### config.mk
export PLATFORM = sky130hd
export DESIGN_NAME = idma_burst_drain
export DESIGN_NICKNAME = d
export VERILOG_FILES = /design/src/rtl/idma_burst_drain.sv
export SDC_FILE = /design/constraint.sdc
export NUM_CORES = 1
export LEC_CHECK = 0
export CORE_AREA = 2 2 206 208
export DETAILED_ROUTE_END_ITERATION = 12
export DIE_AREA = 0 0 208 210
export PLACE_DENSITY = 0.38
export SLEW_MARGIN = 0
export SYNTH_ARGS = -nofsm -noshare
export SYNTH_HDL_FRONTEND = slang
export SYNTH_SLANG_ARGS = --single-unit
### constraint.sdc
create_clock -name clk -period 3.09 [get_ports clk]
set_clock_uncertainty 0.2 [all_clocks]
set_input_delay 0.618 -clock clk [delete_from_list [all_inputs] [get_ports clk]]
set_output_delay 0.618 -clock clk [all_outputs]
set_load 0.02 [all_outputs]
### src/rtl/idma_burst_drain.sv
// idma_burst_drain: pops beats from the data FIFO read port and emits them as
// write-data bursts with a last-beat marker. Zero-latency combinational datapath.
// Backpressure: w_ready feeds straight back to s_ready. Flush aborts the burst in the same cycle.
//
// Ports:
//   clk, rst_n            clock, asynchronous active-low reset
//   flush                 synchronous abort, pulsed together with the FIFO flush
//   cmd_valid/ready/len   burst command handshake, len = beats-1
//   s_valid/ready/data    FIFO read side (s_ready is the pop strobe)
//   w_valid/ready/data    write-beat output, w_last marks the final beat
//   busy                  burst in progress
//   done                  one-cycle pulse after the last-beat handshake
//   stall_cnt, starve_cnt only when IDMA_DRAIN_PERF_EN is defined: saturating
//                         counts of downstream-stall and FIFO-starve cycles
module idma_burst_drain #(
    parameter int unsigned DATA_W = 256,
    parameter int unsigned LEN_W  = 8
) (
    input  logic              clk,
    input  logic              rst_n,
    input  logic              flush,
    input  logic              cmd_valid,
    input  logic [LEN_W-1:0]  cmd_len,
    output logic              cmd_ready,
    input  logic              s_valid,
    input  logic [DATA_W-1:0] s_data,
    output logic              s_ready,
    output logic              w_valid,
    output logic [DATA_W-1:0] w_data,
    output logic              w_last,
    input  logic              w_ready,
    output logic              busy,
    output logic              done
`ifdef IDMA_DRAIN_PERF_EN
    ,
    output logic [31:0]       stall_cnt,
    output logic [31:0]       starve_cnt
`endif
);

    typedef enum logic {
        ST_IDLE  = 1'b0,
        ST_BURST = 1'b1
    } state_e;

    state_e             state_q, state_d;
    logic [LEN_W-1:0]   beat_cnt_q, beat_cnt_d;
    logic [LEN_W-1:0]   len_q, len_d;
    logic               done_q, done_d;

    logic               in_burst;
    logic               beat_hs;
    logic               last_hs;
    logic               cmd_hs;

`ifdef IDMA_DRAIN_PERF_EN
    logic [31:0]        stall_cnt_q, starve_cnt_q;
`endif

    // State register
    always_ff @(posedge clk or negedge rst_n) begin
        if (!rst_n) begin
            state_q    <= ST_IDLE;
            beat_cnt_q <= '0;
            len_q      <= '0;
            done_q     <= 1'b0;
        end else begin
            state_q    <= state_d;
            beat_cnt_q <= beat_cnt_d;
            len_q      <= len_d;
            done_q     <= done_d;
        end
    end

`ifdef IDMA_DRAIN_PERF_EN
    // Saturating performance counters; flush clears them with the burst state.
    always_ff @(posedge clk or negedge rst_n) begin
        if (!rst_n) begin
            stall_cnt_q  <= '0;
            starve_cnt_q <= '0;
        end else if (flush) begin
            stall_cnt_q  <= '0;
            starve_cnt_q <= '0;
        end else begin
            if (w_valid && !w_ready && (stall_cnt_q != 32'hFFFF_FFFF)) begin
                stall_cnt_q <= stall_cnt_q + 32'd1;
            end
            if (in_burst && !s_valid && (starve_cnt_q != 32'hFFFF_FFFF)) begin
                starve_cnt_q <= starve_cnt_q + 32'd1;
            end
        end
    end

    assign stall_cnt  = stall_cnt_q;
    assign starve_cnt = starve_cnt_q;
`endif

    // Next-state logic
    always_comb begin
        state_d    = state_q;
        beat_cnt_d = beat_cnt_q;
        len_d      = len_q;
        done_d     = 1'b0;
        if (flush) begin
            // Abort wins over everything: drop the partial burst and any command.
            state_d    = ST_IDLE;
            beat_cnt_d = '0;
        end else begin
            case (state_q)
                ST_IDLE: begin
                    if (cmd_hs) begin
                        state_d    = ST_BURST;
                        len_d      = cmd_len;
                        beat_cnt_d = '0;
                    end
                end
                ST_BURST: begin
                    if (beat_hs) begin
                        beat_cnt_d = beat_cnt_q + LEN_W'(1);
                    end
                    if (last_hs) begin
                        done_d = 1'b1;
                        // A command accepted on the last beat chains the next
                        // burst without an idle cycle.
                        if (cmd_hs) begin
                            len_d      = cmd_len;
                            beat_cnt_d = '0;
                        end else begin
                            state_d = ST_IDLE;
                        end
                    end
                end
                default: state_d = ST_IDLE;
            endcase
        end
    end

    // Output logic: the beat is the FIFO pop, so both sides share one handshake.
    always_comb begin
        in_burst  = (state_q == ST_BURST);
        w_valid   = in_burst && s_valid && !flush;
        s_ready   = in_burst && w_ready && !flush;
        w_data    = s_data;
        w_last    = in_burst && (beat_cnt_q == len_q);
        beat_hs   = w_valid && w_ready;
        last_hs   = beat_hs && w_last;
        cmd_ready = !flush && (!in_burst || last_hs);
        cmd_hs    = cmd_valid && cmd_ready;
        busy      = in_burst;
        done      = done_q;
    end

endmodule

==> results.cfg <==
[clock_network]
clkSlewWorstSetupHoldPaths_ps = 60
cts_tree = yes
cts_max_path_buffers = 2
insertion_delay_ps = 250
cts_root_buf = clkbuf_16
h-tree-depth = 1
clock_sinks = 18
cts-buffers-inserted = 3

[sta]
finalCritPeriodShare_pct = 94.37
max_freq_mhz = 342.9
maxSlewHeadroom_pct = 58.25
setup_viol = 0
fin_crit_ps = 2916
tightest_slew_ps = 624.4
setup_tns_ps = 0
final_max_slew_viol_count = 0
hold_viol = 0
rsz0062_at_grt = no
hold_slack_ps = 369.4

[critical_path]
critPathSlowestCell = clkdlybuf4s50_1
crit_family = buffers and inverters
crit_chain = clkdlybuf4s50_1 -> buf_4 -> buf_4 -> nor2_1 -> clkdlybuf4s50_1
crit_fanout = 16
start_kind = primary input
crit_type = in -> out
critPathBufInv = 4
cp_data_arrival_time_ps = 2100
cp_slowest_stage_delay_ps = 610
endpoint_kind = output pin
critPathRequiredTime_ps = 2270

[floorplanning]
pin_count = 532
die_area_sq_um = 43680
core_sq_um = 41480
die_w_microns = 208
initial_core_util_pct = 7.698
fp.dieH_microns = 210
rows = 75

[synth]
synth.top_cell.area_share_pct = 60.42
syn-mean-instance-area_sq_um = 8.023
synth_common_cells = buf_4, nand2_1, dfrtp_1
async_flop_share_pct = 100.0
synthTopCellsByArea = buf_4, dfrtp_1, nand2_1, o211ai_1, nand3_1
yosysWarnings = 0
synth_edf_count = 0
seq_area_frac_synth_pct = 14.11
yosysTopAreaCell = buf_4
synthesis.nets = 669
yosysMostFrequentCell = buf_4
syn-instance-count = 398
yosysUniqueCellTypes = 41
synth_flop_cell = dfrtp_1
synth_area_sq_um = 3193
ys_seq_elements = 18

[grt]
grt_max_degree = 19
grt_usage_pct = 4.628
grt-ovfl-total = 0
grt_first_pass_wirelength_microns = 14160
gr-usage-met1_pct = 3.978
grt_pass1_vias = 1743
top_usage_layer = met2
met2_usage_pct = 6.771
antenna_found_initial = 0
gr-usage-met3_pct = 3.963

[detailed_routing]
drt_iter0_drc = 63
drc = 0
drt_pre_antenna_iters = 7
wl_per_cell_microns = 15.22
drtAntennaViolNets = 0
drt-total-wl_microns = 10870
num_vias = 1600
viasPerCell = 2.241

[place]
place_congestion = 0.6847
io_buffers = 19
hpwl_microns = 8973

[power_and_ir_drop]
power_density_nw_per_um2 = 313.0
ir_drop_uv = 162.7
leakage_uw = 0.0006522

[cells_and_area]
nets = 447
drive_gt1_share_pct = 18.29
utilization_pct = 5.544
diodes = 0
fill_cells = 4914
area_delta_synth_final_pct = -27.98

[run]
cap_violations = 0

[min_path]
min-delay-path-class = reg -> reg

[run_status]
status = complete, no violations
-- layout make-up --
class | instances | area (sq um) | share of cell area [%]
Sequential cell | 18 | 450.4 | 19.59
Multi-Input combinational cell | 109 | 729.5 | 31.72
Inverter | 5 | 18.77 | 0.8161
Timing Repair Buffer | 39 | 337.8 | 14.69
Tap cell | 539 | 674.4 | 29.33
Clock buffer | 4 | 88.84 | 3.863
-- timing repair --
action / 4_1_cts / 5_1_grt
gates resized for setup: 2 / 0
hold buffers: 0 / 0
setup endpoints to repair: 2 / 0
hold endpoints to repair: 0 / 0
setup buffers: 0 / 0
-- cells by family after synthesis --
kind of cell | Yosys count | synth area share (%)
AND/OR/NAND/NOR | 71 | 12.85
flip-flops | 18 | 14.11
buffers and inverters | 271 | 63.05
XOR/XNOR | 9 | 2.704
AO/OA/AOI/OAI | 26 | 6.231
adder cells (fa/ha/maj) | 1 | 0.3918
multiplexers | 2 | 0.6661
-- metal layers --
metal,vias up,wire [microns]
li1,591,-
met1,672,3188
met2,239,4689
met3,98,2096
met4,0,893
met5,-,0
-- placed cells by master, fill, tap and decap left out, types with 2 or more instances in the layout --
| cell type | count |
|---|---|
| nand2_1 | 24 |
| buf_4 | 20 |
| dfrtp_1 | 18 |
| clkdlybuf4s50_1 | 17 |
| nand3_1 | 15 |
| o211ai_1 | 11 |
| or4_1 | 9 |
| xnor2_1 | 8 |
| nor2_1 | 5 |
| inv_1 | 5 |
| a211oi_1 | 4 |
| nand2b_1 | 3 |
| clkbuf_16 | 3 |
| or3_1 | 2 |
| nor3_1 | 2 |
| nand4_1 | 2 |
| o21ai_0 | 2 |
| dlygate4sd2_1 | 2 |
-- per-stage QoR --
stage / total power (uW) / cells / setup slack, ps / cell area [sq um]
floorplan: 835.4 / 398 / 684.3 / 3193
global placement: 429.9 / 710 / 41.14 / 2213
detailed placement: 429.0 / 710 / 14.61 / 2213
CTS: 732.4 / 714 / 150.4 / 2300
global route: 758.4 / 714 / 92.73 / 2300
finish: 719.8 / 714 / 174.0 / 2300
-- final timing paths --
kind / start / end / slack [ps] / cells after the start
max: flush / s_ready / 170 / 5
max in group asynchronous: rst_n / done / 1960 / 2
min reg2reg: len_q[1] / len_q[1] / 370 / 2
min in group asynchronous: rst_n / beat_cnt_q[3] / 510 / 2
min: len_q[1] / len_q[1] / 370 / 2
max reg2reg: busy / beat_cnt_q[7] / 980 / 6
-- registers in the layout, summed over array words and instances (netlist names) --
register    flops
beat_cnt_q      8
busy            1
done            1
len_q           8
-- worst register-to-register path, stage by stage, from the launching register on --
cell,delay (ps)
dfrtp_1,360
buf_4,230
nand4b_4,130
buf_4,190
nor4_1,320
mux2_2,370
a211oi_1,210
-- report_power, final --
part,leakage (uW),internal [uW],switching (uW),total [uW]
Combinational,0.000370,69.0,83.3,152
Clock,0.0000442,198,102,299
Sequential,0.000238,255,13.6,268
Total,0.000652,521,199,720
(Power assumes the default switching activity.)
